==> src/rtl/npc_pcgen_exc.sv <==
// npc_pcgen_exc: fetch-address generator for the F stage.
//   Owns the F-stage PC register and resolves the D-stage branch/jump
//   (condition + target). It also handles exception entry and ERET
//   return, tracks whether the instruction now in D is a delay slot, and
//   flags illegal fetch addresses.
// Optional feature: define NPC_PERF_CNT_EN to add the perf_taken and
// perf_stall event counters.
module npc_pcgen_exc #(
  parameter logic [31:0] RESET_PC   = 32'h0000_3000,
  parameter logic [31:0] HANDLER_PC = 32'h0000_4180,
  parameter logic [31:0] IMEM_LO    = 32'h0000_3000,
  parameter logic [31:0] IMEM_HI    = 32'h0000_6FFC,
  parameter int          OFFS_W     = 16
) (
  input  logic              clk,
  input  logic              reset,
  input  logic              stall,
  output logic [31:0]       pc_f,
  input  logic [31:0]       pc_d,
  input  logic [OFFS_W-1:0] offs,
  input  logic [25:0]       imm26,
  input  logic [31:0]       reg_tgt,
  input  logic [2:0]        npc_op,
  input  logic [2:0]        npc_cond,
  input  logic              eq,
  input  logic              lt,
  input  logic              exc_req,
  input  logic              eret_req,
  input  logic [31:0]       epc,
  output logic              bd_d,
  output logic              adel_f,
  output logic              taken_d
`ifdef NPC_PERF_CNT_EN
  ,
  output logic [31:0]       perf_taken,
  output logic [31:0]       perf_stall
`endif
);

  // Control-transfer kind of the instruction in D; codes 4-7 act as seq.
  typedef enum logic [2:0] {
    OP_SEQ = 3'd0,
    OP_BR  = 3'd1,
    OP_J26 = 3'd2,
    OP_REG = 3'd3
  } npc_op_e;

  // Branch condition selector; codes 6-7 are never taken.
  typedef enum logic [2:0] {
    CND_ALWAYS = 3'd0,
    CND_EQ     = 3'd1,
    CND_LT     = 3'd2,
    CND_GT     = 3'd3,
    CND_LE     = 3'd4,
    CND_GE     = 3'd5
  } npc_cond_e;

  logic [31:0] pc_f_q, pc_f_d;
  logic        bd_q, bd_d_nx;

  logic        is_xfer;
  logic        cond_true;
  logic [31:0] offs_sext;
  logic [31:0] seq_tgt;
  logic [31:0] br_tgt;
  logic [31:0] j26_tgt;
  logic [31:0] xfer_tgt;

  // Target arithmetic: every candidate is computed and then selected.
  assign offs_sext = {{(32-OFFS_W){offs[OFFS_W-1]}}, offs};
  assign seq_tgt   = pc_f_q + 32'd4;
  assign br_tgt    = pc_d + 32'd4 + {offs_sext[29:0], 2'b00};
  assign j26_tgt   = {pc_d[31:28], imm26, 2'b00};

  // Decode whether D holds a control transfer and whether its condition holds.
  always_comb begin
    // NOTE: every always_comb output gets a default first so no path
    // leaves it unassigned and infers a latch.
    is_xfer   = 1'b0;
    cond_true = 1'b0;
    case (npc_op)
      OP_BR, OP_J26, OP_REG: is_xfer = 1'b1;
      default:               is_xfer = 1'b0;
    endcase
    case (npc_cond)
      CND_ALWAYS: cond_true = 1'b1;
      CND_EQ:     cond_true = eq;
      CND_LT:     cond_true = lt;
      CND_GT:     cond_true = !eq && !lt;
      CND_LE:     cond_true = eq || lt;
      CND_GE:     cond_true = !lt;
      default:    cond_true = 1'b0;
    endcase
  end

  assign taken_d = is_xfer && cond_true;

  // Select the transfer target for a taken D instruction.
  always_comb begin
    xfer_tgt = seq_tgt;
    case (npc_op)
      OP_BR:   xfer_tgt = br_tgt;
      OP_J26:  xfer_tgt = j26_tgt;
      OP_REG:  xfer_tgt = reg_tgt;   // misalignment surfaces later as adel_f
      default: xfer_tgt = seq_tgt;
    endcase
  end

  // Next PC and delay-slot flag: exception > ERET > stall > taken > sequential.
  always_comb begin
    pc_f_d  = seq_tgt;
    bd_d_nx = is_xfer;
    if (exc_req) begin
      pc_f_d  = HANDLER_PC;
      bd_d_nx = 1'b0;
    end else if (eret_req) begin
      pc_f_d  = epc;
      bd_d_nx = 1'b0;
    end else if (stall) begin
      pc_f_d  = pc_f_q;
      bd_d_nx = bd_q;
    end else if (taken_d) begin
      pc_f_d  = xfer_tgt;
    end
  end

  // PC and delay-slot state registers.
  always_ff @(posedge clk or posedge reset) begin
    if (reset) begin
      pc_f_q <= RESET_PC;
      bd_q   <= 1'b0;
    end else begin
      // NOTE: sequential state uses non-blocking assignment so every
      // register samples pre-edge values regardless of statement order.
      pc_f_q <= pc_f_d;
      bd_q   <= bd_d_nx;
    end
  end

  assign pc_f = pc_f_q;
  assign bd_d = bd_q;

  // Fetch-address check; the PC keeps advancing and CP0 takes the exception.
  assign adel_f = (pc_f_q[1:0] != 2'b00) || (pc_f_q < IMEM_LO) || (pc_f_q > IMEM_HI);

`ifdef NPC_PERF_CNT_EN
  logic [31:0] perf_taken_q, perf_stall_q;
  logic        redirect;

  assign redirect = exc_req || eret_req;

  // Event counters; exception/ERET edges are not counted, both wrap freely.
  always_ff @(posedge clk or posedge reset) begin
    if (reset) begin
      perf_taken_q <= 32'd0;
      perf_stall_q <= 32'd0;
    end else if (!redirect) begin
      if (stall)        perf_stall_q <= perf_stall_q + 32'd1;
      else if (taken_d) perf_taken_q <= perf_taken_q + 32'd1;
    end
  end

  assign perf_taken = perf_taken_q;
  assign perf_stall = perf_stall_q;
`else
  // Counters not built: no extra state or ports.
`endif

endmodule

==> config.mk <==
export PLATFORM = sky130hd
export DESIGN_NAME = npc_pcgen_exc
export DESIGN_NICKNAME = d
export VERILOG_FILES = /design/src/rtl/npc_pcgen_exc.sv
export SDC_FILE = /design/constraint.sdc
export NUM_CORES = 1
export LEC_CHECK = 0
export ABC_AREA = 1
export CORE_UTILIZATION = 44
export CTS_CLUSTER_SIZE = 30
export DETAILED_ROUTE_END_ITERATION = 10
export PLACE_DENSITY_LB_ADDON = 0.12
export SYNTH_ARGS = -nofsm -noshare
export SYNTH_HDL_FRONTEND = slang
export SYNTH_SLANG_ARGS = --single-unit
==> constraint.sdc <==
create_clock -name clk -period 1.6 [get_ports clk]
set_input_delay 0.32 -clock clk [delete_from_list [all_inputs] [get_ports clk]]
set_output_delay 0.32 -clock clk [all_outputs]
set_load 0.005 [all_outputs]
==> out/metrics.csv, run 1 <==
stage,metric,value,unit
run_status,status,did not finish,
run_status,Halt Stage,5_1_grt,
run_status,Run Error,[ERROR GRT-0232] Routing congestion too high. Check the congestion heatmap in the GUI.,
clocking,CTS buffer count,5,
global_routing,largest net degree at the start of global routing,34,
sta,worst_ep kind,sequential cell input,
clocking,Post-CTS Hold Buffers,0,
synth,"EDFF count, synth",0,
synth,"area leader, netlist",nand2_1,
synth,Synth Register Bits,33,
synth,"Primary FF master, synth",dfrtp_1,
clocking,htree depth,2,
clocking,clk sinks,33,
synth,"Seq/Total Area, Yosys",0.136,
synth,XOR/XNOR Fraction of Synth Area,0.0144,
place,port bufs,185,
clocking,CTS max path bufs,2,
clocking,clk root buf,clkbuf_16,
synth,main combinational cell family by area after synthesis,simple AND/OR/NAND/NOR gates,
synth,cell count after synthesis,1079,
place,detailed placement HPWL,22300,um
floorplanning,row count,42,
global_routing,gr ovfl total,97,
synth,area fraction of the dominant cell type after synthesis,0.234,
synth,Synth Area in Adders,0.123,
floorplanning,IO Pins,186,
place,cell area after placement,10300,um2
global_routing,Total GRT Usage,0.756,
place,pre-CTS setup slack,-1210,ps
floorplanning,Die Ht,119,um
floorplanning,Die X,119,um
synth,Synth cell types,46,
synth,Ys Warns,0,
synth,ranking of synthesized cells by area,"nand2_1, dfrtp_1, ha_1",
synth,Post-Syn Nets,1289,
synth,Synth Area in Compound Gates,0.135,
synth,Avg Synthesized Cell Area,5.63,um2
synth,post-synthesis mux area share,0,
sta,last worst endpoint in the global-route repair_timing,pc_f[31]$_DFFE_PP0P_/D,
place,placer congestion estimate,0.953,
floorplanning,starting density of the core,0.455,
synth,simple-gate share of the synthesized area,0.464,
synth,asr flop ratio synth,1.00,
synth,synthesized area,6070,um2
-- repair_timing --
item / in CTS
resized for setup: 385
setup buffers: 33
endpoints found under the setup margin: 58
pin swaps: 119
cloned: 1
endpoints found under the hold margin: 0
-- synth_stat cells (all sizes together) (3+ instances only) --
cell type / number
a21oi: 41
a22oi: 32
a31oi: 3
and2: 7
buf: 12
clkbuf: 13
dfrtp: 31
ha: 58
inv: 164
nand2: 385
nand3: 77
nand3b: 3
nand4: 33
nor2: 124
nor3: 9
nor4: 4
o211ai: 6
o21ai: 44
o21bai: 3
o22ai: 4
or2: 3
xnor2: 3
xor2: 7
-- layer usage --
metal / overflow / track usage
met2: 56 / 0.940
met5: 0 / 0.199
met1: 2 / 0.737
met4: 38 / 0.809
met3: 1 / 0.583
-- stage by stage --
stage / std cells / TNS [ps]
3_3_place_gp: 1602 / -31400
4_1_cts: 1642 / -9590
3_5_place_dp: 1602 / -33190
2_1_floorplan: 1079 / -6360
-- cells by family after synthesis --
group	Yosys count
AND/OR/NAND/NOR	648
buffers and inverters	191
XOR/XNOR	10
adder cells (fa/ha/maj)	59
AO/OA/AOI/OAI	138
flip-flops	33
==> run 2: changes to the inputs <==
Settings changed: CORE_UTILIZATION 44 to 30, CTS_CLUSTER_SIZE 30 to not set, PLACE_DENSITY_LB_ADDON 0.12 to 0.15.
Clock period 1.6 ns to 2.1 ns, I/O delays scaled along.
==> out/metrics.csv, run 2 <==
stage,metric,value,unit,change
critical_path,"slowest stage cell, crit path",fa_2,,
critical_path,"Max FO, Critical Path",5,,
synth,Avg Synthesized Cell Area,5.63,um2,unchanged
critical_path,Critical Path RT,2260,ps,
floorplanning,Core Box Area,19700,um2,
critical_path,worst endpoint data arrival time,2350,ps,
sta,Final Critical Period,2190,ps,
power,peak supply drop,0.000271,V,
power,total power draw,4.49,mW,
sta,Pins Over Slew Limit,0,,
run_status,failing checks,negative setup slack,,
global_routing,largest net degree at the start of global routing,37,,
sta,final period utilization,1.04,,
floorplanning,die footprint,20800,um2,
synth,Synth cell types,46,,unchanged
floorplanning,IO Pins,186,,unchanged
sta,setup TNS,-494,ps,
sta,Slew HR,0.679,,
floorplanning,Die Ht,144,um,+21%
synth,"area leader, netlist",nand2_1,,
synth,area fraction of the dominant cell type after synthesis,0.234,,unchanged
synth,"Primary FF master, synth",dfrtp_1,,
critical_path,crit path buf inv count,4,,
layout,area grow syn2layout,85.1,%,
drt,final WL,27700,um,
sta,Final Skew,2.90,ps,
floorplanning,row count,51,,+21%
global_routing,vias in the first global route,7831,,
clocking,CTS buffer count,5,,unchanged
sta,final setup vio count,11,,
critical_path,CP most frequent cell,nand2_2,,
job,Max Cap Violations,0,,
layout,proportion of layout cells with a drive suffix above 1,0.372,,
power,PwrDens,399,nW/um2,
synth,most frequent cell after synthesis,nand2_1,,
layout,Finished Core Util,0.572,,
synth,Synth Register Bits,33,,unchanged
clocking,Post-CTS Hold Buffers,0,,unchanged
synth,Ys Warns,0,,unchanged
drt,wire per inst,16.5,um,
clocking,clk root buf,clkbuf_16,,
sta,RSZ-0062 raised after global routing,true,,
sta,final-report hold violation count,0,,
synth,cell count after synthesis,1079,,unchanged
critical_path,crit path cell chain,buf_6 -> ha_4 -> ha_4 -> inv_2 -> fa_2 -> inv_4 -> nand2_4 -> nand2_4 -> nand4_1 -> nand3_4 -> buf_4 -> nand2_2 -> nand2_2 -> nand2_2 -> a21oi_2 -> o22ai_1,,
place,port bufs,185,,unchanged
place,placer congestion estimate,0.938,,-1.5%
clocking,CTS max path bufs,2,,unchanged
sta,Slew @ Worst Pin,482,ps,
layout,Diodes inserted,0,,
clocking,htree depth,2,,unchanged
global_routing,gr ovfl total,0,,
clocking,CTS tree,done,,
critical_path,Setup CP Type,input port to flop,,
synth,synth cell count leaders,"nand2_1, inv_1, nor2_1",,
global_routing,initial antenna violation count,0,,
sta,maximum clock frequency,0.457,GHz,
synth,ranking of synthesized cells by area,"nand2_1, dfrtp_1, ha_1",,
synth,asr flop ratio synth,1.00,,unchanged
place,pre-CTS setup slack,-1020,ps,+193 ps
drt,1st-pass router iterations,5,,
critical_path,CP Capture Type,flop,,
clocking,clk sinks,33,,unchanged
clocking,"CTS clk-pin slew, worst paths",60,ps,
synth,"Seq/Total Area, Yosys",0.136,,unchanged
drt,detailed-route via count,8281,,
floorplanning,starting density of the core,0.309,,-0.146
critical_path,"CP delay by family, top",adder cells,,
floorplanning,Die X,144,um,+21%
synth,"EDFF count, synth",0,,unchanged
power,leakage power,5.33,nW,
global_routing,first-pass GRT wire length,41700,um,
critical_path,crit path launch type,input port,,
drt,drt first-iter violations,572,,
clocking,Worst-Skew Late Latency,290,ps,
layout,Total Nets Final,1624,,
global_routing,Total GRT Usage,0.264,,
layout,"commonest non-fill, non-tap cells in the layout","nand2_1, buf_4, clkdlybuf4s50_1",,
layout,"most common cell after layout, fill and taps aside",nand2_1,,
run_status,status,"finished, violations left",,
synth,synthesized area,6070,um2,unchanged
synth,Post-Syn Nets,1289,,unchanged
sta,final worst setup slack,-89.3,ps,
drt,Vias/cell,4.93,,
worst_hold_path,Hold Crit Class,flop to flop,,
layout,max reg flops,32,,
drt,DRC viols,0,,
drt,Routed Antenna Nets,0,,
critical_path,max incr delay on CP,340,ps,
place,detailed placement HPWL,21600,um,-3.2%
-- run 2: cell counts after synthesis --
No cell type changed its count.
-- run 2: cell type report --
cell class | count | area (um2)
clock inverter | 1 | 5.00
tap | 265 | 332
sequential | 33 | 830
clock buffer | 7 | 153
multi-input combinational | 855 | 6060
inverter | 165 | 632
fill | 1918 | 8420
timing repair buffer | 354 | 3220
-- run 2: what timing repair did --
action | in CTS | in global routing
gates resized for setup | 369 | 135
pin swaps | 160 | 114
buffers inserted | 11 | 14
endpoints found under the setup margin | 30 | 30
gates cloned | 1 | 1
-- run 2: worst reg2reg max path, stage by stage, from the launching register on --
cell and delay, ps:
dfrtp_1 400, ha_2 220, nand2_2 70, nor2_4 170
nand2_1 110, nor2_2 160, nand4_2 170, nor2_4 160
nand4_1 90, nand3_1 80, nand2_1 50, clkinv_1 50
nand2_2 50, nand2_1 60, nand2_1 40
-- run 2: path summary, 6_finish.rpt --
check / end / start / depth (start not counted) / slack, ps
setup / recovery: pc_f[15] / pc_d[3] / 16 / -90
hold / removal: bd_d / bd_d / 2 / 490
setup reg to reg: pc_f[28] / pc_f[3] / 14 / 110
hold reg to reg: bd_d / bd_d / 2 / 490
max in group asynchronous: pc_f[20] / reset / 3 / 1190
min in group asynchronous: pc_f[10] / reset / 3 / 550
-- run 2: logic make-up after synthesis --
logic type	count (synthesis)	share of synthesized area
buffers and inverters	191	0.128
adders and majority gates	59	0.123
xor gates and xnor gates	10	0.0144
and+or+nand+nor	648	0.464
DFF	33	0.136
AOI/OAI and AO/OA	138	0.135
-- run 2: per-layer routing --
metal  vias up  global-route usage  routed length, um
met4         0              0.0393                369
li1       4173                   -                  -
met5         -                   0                  0
met2       272               0.445              12800
met3        24              0.0315               1730
met1      3812               0.363              12900
-- run 2: stage by stage --
stage | hold WS, ps | std cells | area [um2]
2_1_floorplan | 476 | 1079 | 6180
3_3_place_gp | 475 | 1647 | 9370
3_5_place_dp | 479 | 1647 | 9370
4_1_cts | 493 | 1666 | 10800
5_1_grt | 533 | 1680 | 11200
6_report | 493 | 1680 | 11200
-- run 2: where the power goes --
part           switching [mW]  leakage, nW  internal, mW
logic                    1.46         4.84          1.46
clock network           0.308       0.0799         0.503
registers              0.0631        0.415         0.693
(Power assumes the default switching activity.)
==> run 3: changes to the inputs <==
Settings changed: CAP_MARGIN set to 20, DONT_BUFFER_PORTS set to 1.
==> out/metrics.csv, run 3 (same netlist as run 2, synthesis figures left out) <==
stage,metric,value,unit,change
power,Pint,2.02,mW,-24%
floorplanning,row count,51,,unchanged
place,port bufs,0,,-100%
drt,DRC viols,0,,unchanged
layout,"commonest non-fill, non-tap cells in the layout","nand2_1, inv_1, buf_4",,
clocking,CTS max path bufs,2,,unchanged
drt,1st-pass router iterations,5,,unchanged
global_routing,initial antenna violation count,0,,unchanged
worst_hold_path,Hold Crit Class,input port to async pin,,
sta,final setup vio count,0,,-11
layout,"most common cell after layout, fill and taps aside",nand2_1,,
floorplanning,Die Ht,144,um,unchanged
power,peak supply drop,0.000185,V,-32%
clocking,Post-CTS Hold Buffers,0,,unchanged
place,Cell Count Post-Placement,1415,,-14%
drt,detailed-route via count,7055,,-15%
global_routing,Total GRT Usage,0.234,,-0.0294
job,Max Cap Violations,0,,unchanged
global_routing,first-pass GRT wire length,36800,um,-12%
clocking,CTS buffer count,5,,unchanged
power,clock network fraction of total power,0.232,,+0.051
critical_path,crit path launch type,input port,,
critical_path,Setup CP Type,input port to flop,,
clocking,clk root buf,clkbuf_16,,
global_routing,vias in the first global route,6695,,-15%
place,placer congestion estimate,0.913,,-2.7%
layout,Diodes inserted,0,,unchanged
sta,setup TNS,0,ps,+494 ps
clocking,CTS tree,done,,
power,combinational fraction of design power,0.546,,-0.105
layout,proportion of layout cells with a drive suffix above 1,0.245,,-0.127
layout,"non-filler cells, final",1428,,-15%
sta,Pins Over Slew Limit,0,,unchanged
run_status,status,"complete, no violations",,
global_routing,largest net degree at the start of global routing,50,,+35%
sta,Slew HR,0.661,,-0.0179
floorplanning,IO Pins,186,,unchanged
sta,Final Skew,6.14,ps,+3.24 ps
drt,drt first-iter violations,372,,-35%
sta,post-route worst hold slack,141,ps,-352 ps
sta,final-report hold violation count,0,,unchanged
floorplanning,Die X,144,um,unchanged
place,detailed placement HPWL,20500,um,-5.2%
sta,Slew @ Worst Pin,509,ps,+26.9 ps
clocking,"CTS clk-pin slew, worst paths",60,ps,about the same
sta,maximum clock frequency,0.490,GHz,+7.2%
critical_path,worst endpoint data arrival time,2220,ps,-130 ps
clocking,Worst-Skew Late Latency,290,ps,about the same
layout,Total Nets Final,1372,,-16%
power,sw frac,0.422,,+0.0134
drt,Routed Antenna Nets,0,,unchanged
layout,area grow syn2layout,31.0,%,
floorplanning,die footprint,20800,um2,unchanged
drt,final WL,24500,um,-12%
floorplanning,Core Box Area,19700,um2,unchanged
power,net switching power,1.48,mW,-20%
sta,final period utilization,0.972,,-0.0704
place,cell area after placement,7100,um2,-24%
sta,Final Critical Period,2040,ps,-148 ps
sta,RSZ-0062 raised after global routing,true,,
drt,Vias/cell,4.94,,+0.23%
drt,wire per inst,17.2,um,+4.1%
power,leakage power,4.01,nW,-25%
critical_path,"Max FO, Critical Path",4,,-1
critical_path,CP Capture Type,flop,,
clocking,htree depth,2,,unchanged
power,sequential power share,0.222,,+0.053
layout,"Design Area, Final",7950,um2,-29%
layout,max reg flops,32,,unchanged
critical_path,Critical Path RT,2280,ps,+20 ps
floorplanning,starting density of the core,0.309,,unchanged
power,PwrDens,440,nW/um2,+10%
clocking,clk sinks,33,,unchanged
global_routing,gr ovfl total,0,,unchanged
==> run 3: cell types whose count changed in the layout (fill, tap and decap cells not counted), sizes merged <==
cell           delta
buf              -82
clkbuf           -13
clkdlybuf4s15    -10
clkdlybuf4s50   -134
dlygate4sd2      -11
dlymetal6s2s      -2
==> run 3: area by class of cell <==
type,count,area (um2)
clock buffers,7,153
inverters,165,619
repair buffers,102,778
well taps,265,332
flip-flops and latches,33,830
fillers,2258,11700
clock inverters,1,5.00
multi-input cells,855,5240
==> run 3: worst max-delay path, stage by stage <==
cell     delay [ps]
ha_1            320
ha_4            280
nand2_1          60
nand2_1          80
a21oi_2         180
buf_4           140
nand2_1          40
nand2_1          80
nand4_1          90
nand3_1         130
nand2_1          80
nand2_1         100
nand3_1         100
nand2_1          90
nand2_1          40
==> run 3: power groups by stage <==
stage	logic (mW)	clock network (mW)	registers, mW
2_1_floorplan	1.01	0	0.775
3_3_place_gp	1.64	0	0.789
3_5_place_dp	1.64	0	0.787
4_1_cts	1.68	0.821	0.777
5_1_grt	2.14	0.852	0.786
6_report	1.91	0.811	0.776
==> run 3: layer usage <==
metal	vias to the layer above	part of all wire	track usage
met5	-	0	0
met4	0	0.0061	0.0255
met2	202	0.46	0.397
met1	3195	0.48	0.324
li1	3647	-	-
met3	11	0.054	0.0308
==> run 3: final timing paths <==
kind / slack, ps / depth (start not counted) / end / from
max: 60 / 15 / pc_f[20] / pc_d[9]
min: 140 / 2 / bd_d / reset
max reg2reg: 140 / 12 / pc_f[26] / pc_f[3]
min reg2reg: 530 / 2 / bd_d / bd_d
max in group asynchronous: 1590 / 2 / pc_f[21] / reset
min in group clk: 250 / 2 / pc_f[14] / exc_req
==> run 3: what timing repair did <==
action / in CTS / in global routing
setup buffers: 0 / 5
endpoints found under the setup margin: 12 / 26
gates resized for setup: 20 / 118
pin swaps: 2 / 31
==> run 3: stage by stage <==
step / power, mW / setup slack (ps) / utilization
after CTS: 3.28 / 0.710 / 0.374
after detailed placement: 2.42 / -412 / 0.361
final: 3.50 / 58.6 / 0.405
after global routing: 3.78 / -103 / 0.405
after floorplan: 1.78 / -66.1 / -
after global placement: 2.43 / -434 / 0.361
==> variant, RTL diff (settings of run 3) <==
`HANDLER_PC`: 32'h0000_4180 -> 32'h000020C0.
--- a/src/rtl/npc_pcgen_exc.sv
+++ b/src/rtl/npc_pcgen_exc.sv
@@ -9,3 +9,3 @@
   parameter logic [31:0] RESET_PC   = 32'h0000_3000,
-  parameter logic [31:0] HANDLER_PC = 32'h0000_4180,
+  parameter logic [31:0] HANDLER_PC = 32'h000020C0,
   parameter logic [31:0] IMEM_LO    = 32'h0000_3000,
Formal check against the unedited RTL: not equivalent (Yosys sat finds a counterexample within 4 cycles, from zero or initial values and one cycle with reset high).
==> variant against run 3 <==
Register-to-register slack got worse by 0.08 ns. Critical path type unchanged. Sequential share of layout area is 0.40 points lower. Critical endpoint is now pc_f[23]. Largest cell class unchanged. Routed wire length is 0.87% higher. Sequential cell count stayed put. Core utilization rose by 3.1 points. Cell area is 3.9% higher. Worst setup slack worse by 0.019 ns. Total power grew 7.5%. Synthesized area is 3.0% lower. Global-route usage increased by 0.37 points. Die area shrank 3.0%.
==> variant: results (changes against run 3) <==
* Static leakage at 4.11 nW (+2.5%)
* CP Max Fanout at 4 (unchanged)
* Register bit total from synthesis at 33 (unchanged)
* Flop2flop setup slack at 0.06 ns (-0.08 ns)
* Vias in the first global route at 6,586 (-1.6%)
* Critical Path Max Stage Delay at 0.34 ns (+0.02 ns)
* Commonest cells in the synthesized netlist: nand2_1, inv_1, nor2_1
* FILL cells at 2,078 (-8.0%)
* Crit-path slowest cell: fa_2
* Dominant cells by area after synthesis: nand2_1, dfrtp_1, ha_1
* Final wirelength at 24.7 mm (+0.87%)
* Skew final at 0.00958 ns (+0.00344 ns)
* Initial DRC count at 369 (-0.81%)
* Post-DP HPWL at 20.5 mm (-0.11%)
* Layout cells sized above 1 at 0.270 (+0.0248)
* Hold crit path type: input port to async pin
* H-tree Lvls at 2 (unchanged)
* Peak VDD IR at 0.283 mV (+53%)
* Vias per inst at 4.91 (-0.65%)
* Ant. Diodes at 1 (+1)
* Synth unique cells at 37 (-20%)
* Placer congestion estimate at 0.902 (-1.2%)
* Run status: complete, no violations
* Syn nets at 1,275 (-1.1%)
* Max FFs per register at 32 (unchanged)
* Root buf cell: clkbuf_16
* Register area at 828 um^2 (-0.15%)
* Register area share after synthesis at 0.141 (+0.00423)
* Worst path arrival time at 2.24 ns (+0.02 ns)
* Die area at 20,200 um^2 (-3.0%)
* ClkCell Share at 0.0230 (+0.00320)
* Ys async rst share at 1.00 (unchanged)
* CTS Buf Count at 5 (unchanged)
* Largest net degree at the start of global routing at 34 (-32%)
* Non-Clock Buffer Count at 133 (+30%)
* Sw frac at 0.401 (-0.0219)
* I/O Buffers at 0 (unchanged)
* Measured slew at the worst slew-check pin at 0.492 ns (-0.0168 ns)
* Final nets at 1,391 (+1.4%)
* FF-to-FF End: pc_f[15]
* Reg2Reg Depth at 9 (-3)
* RR Startpoint: pc_f[13]
* Logic inverters at 166 (+0.61%)
* Area occupied by multi-input gates at 5290 um^2 (+0.91%)
* Combinational group power at 1.98 mW (+4%)
* Power Dens Cells at 455 nW/um^2 (+3.5%)
* Ys flop type: dfrtp_1
* Post-DP Area at 7200 um^2 (+1.5%)
* Syn. warnings at 0 (unchanged)
* Clock share of power at 0.266 (+0.034)
* Gr usage total at 0.238 (+0.00367)
* First-pass GRT wire length at 36.6 mm (-0.54%)
* NonClk Buf Share at 0.121 (+0.0235)
* #MultiIn Comb at 842 (-1.5%)
==> variant: cell types whose count changed after synthesis, sizes merged, moves of 3 or more <==
cell / delta
nor2: -12
nand4: -7
o21ai: -6
nand3: +5
or2: +3
xnor2: -3
xor2: +3
==> variant: what timing repair did <==
| action | CTS | global route |
|---|---|---|
| endpoints found under the setup margin | 13 | 28 |
| pin swaps | 6 | 51 |
| gates resized for setup | 20 | 140 |
| buffers inserted | 0 | 6 |
==> variant: stage by stage <==
stage	total power [mW]	instances	setup TNS (ns)	hold slack [ns]	setup WS, ns
after detailed placement	2.45	1428	-7.61	0.450	-0.353
final	3.76	1443	0	0.138	0.0396
after floorplan	1.79	1065	-0.155	0.476	-0.0660
after global placement	2.45	1428	-7.46	0.451	-0.384
after global routing	4.03	1442	-0.989	0.178	-0.138
after CTS	3.50	1436	-0.0188	0.147	-0.0103
==> variant: worst max path at each step <==
stage	startpoint	to	depth (start not counted)
finish	offs[1]	pc_f[23]	19
global route	offs[1]	pc_f[23]	19
CTS	pc_d[27]	pc_f[30]	14
detailed placement	pc_d[10]	pc_f[30]	15
global placement	pc_d[18]	pc_f[22]	15
floorplan	offs[1]	pc_f[31]	18
==> variant: cell families after synthesis <==
group	Yosys count	share of synthesized area
fa+ha+maj	59	0.127
buf+inv	190	0.126
flops	33	0.141
xor+xnor	10	0.0149
simple gates	639	0.452
compound gates	134	0.140
==> variant: metal layers <==
layer	track usage	part of all wire	up-vias
met4	0.0215	0.0059	0
met3	0.0333	0.053	13
met1	0.334	0.48	3176
li1	-	-	3676
met5	0	0	-
met2	0.397	0.46	218
==> variant: critical path, delay by kind of cell <==
| kind | cells | cell delay (ns) |
|---|---|---|
| buffers and inverters | 3 | 0.25 |
| adder cells (fa/ha/maj) | 3 | 0.72 |
| AND/OR/NAND/NOR | 13 | 0.84 |
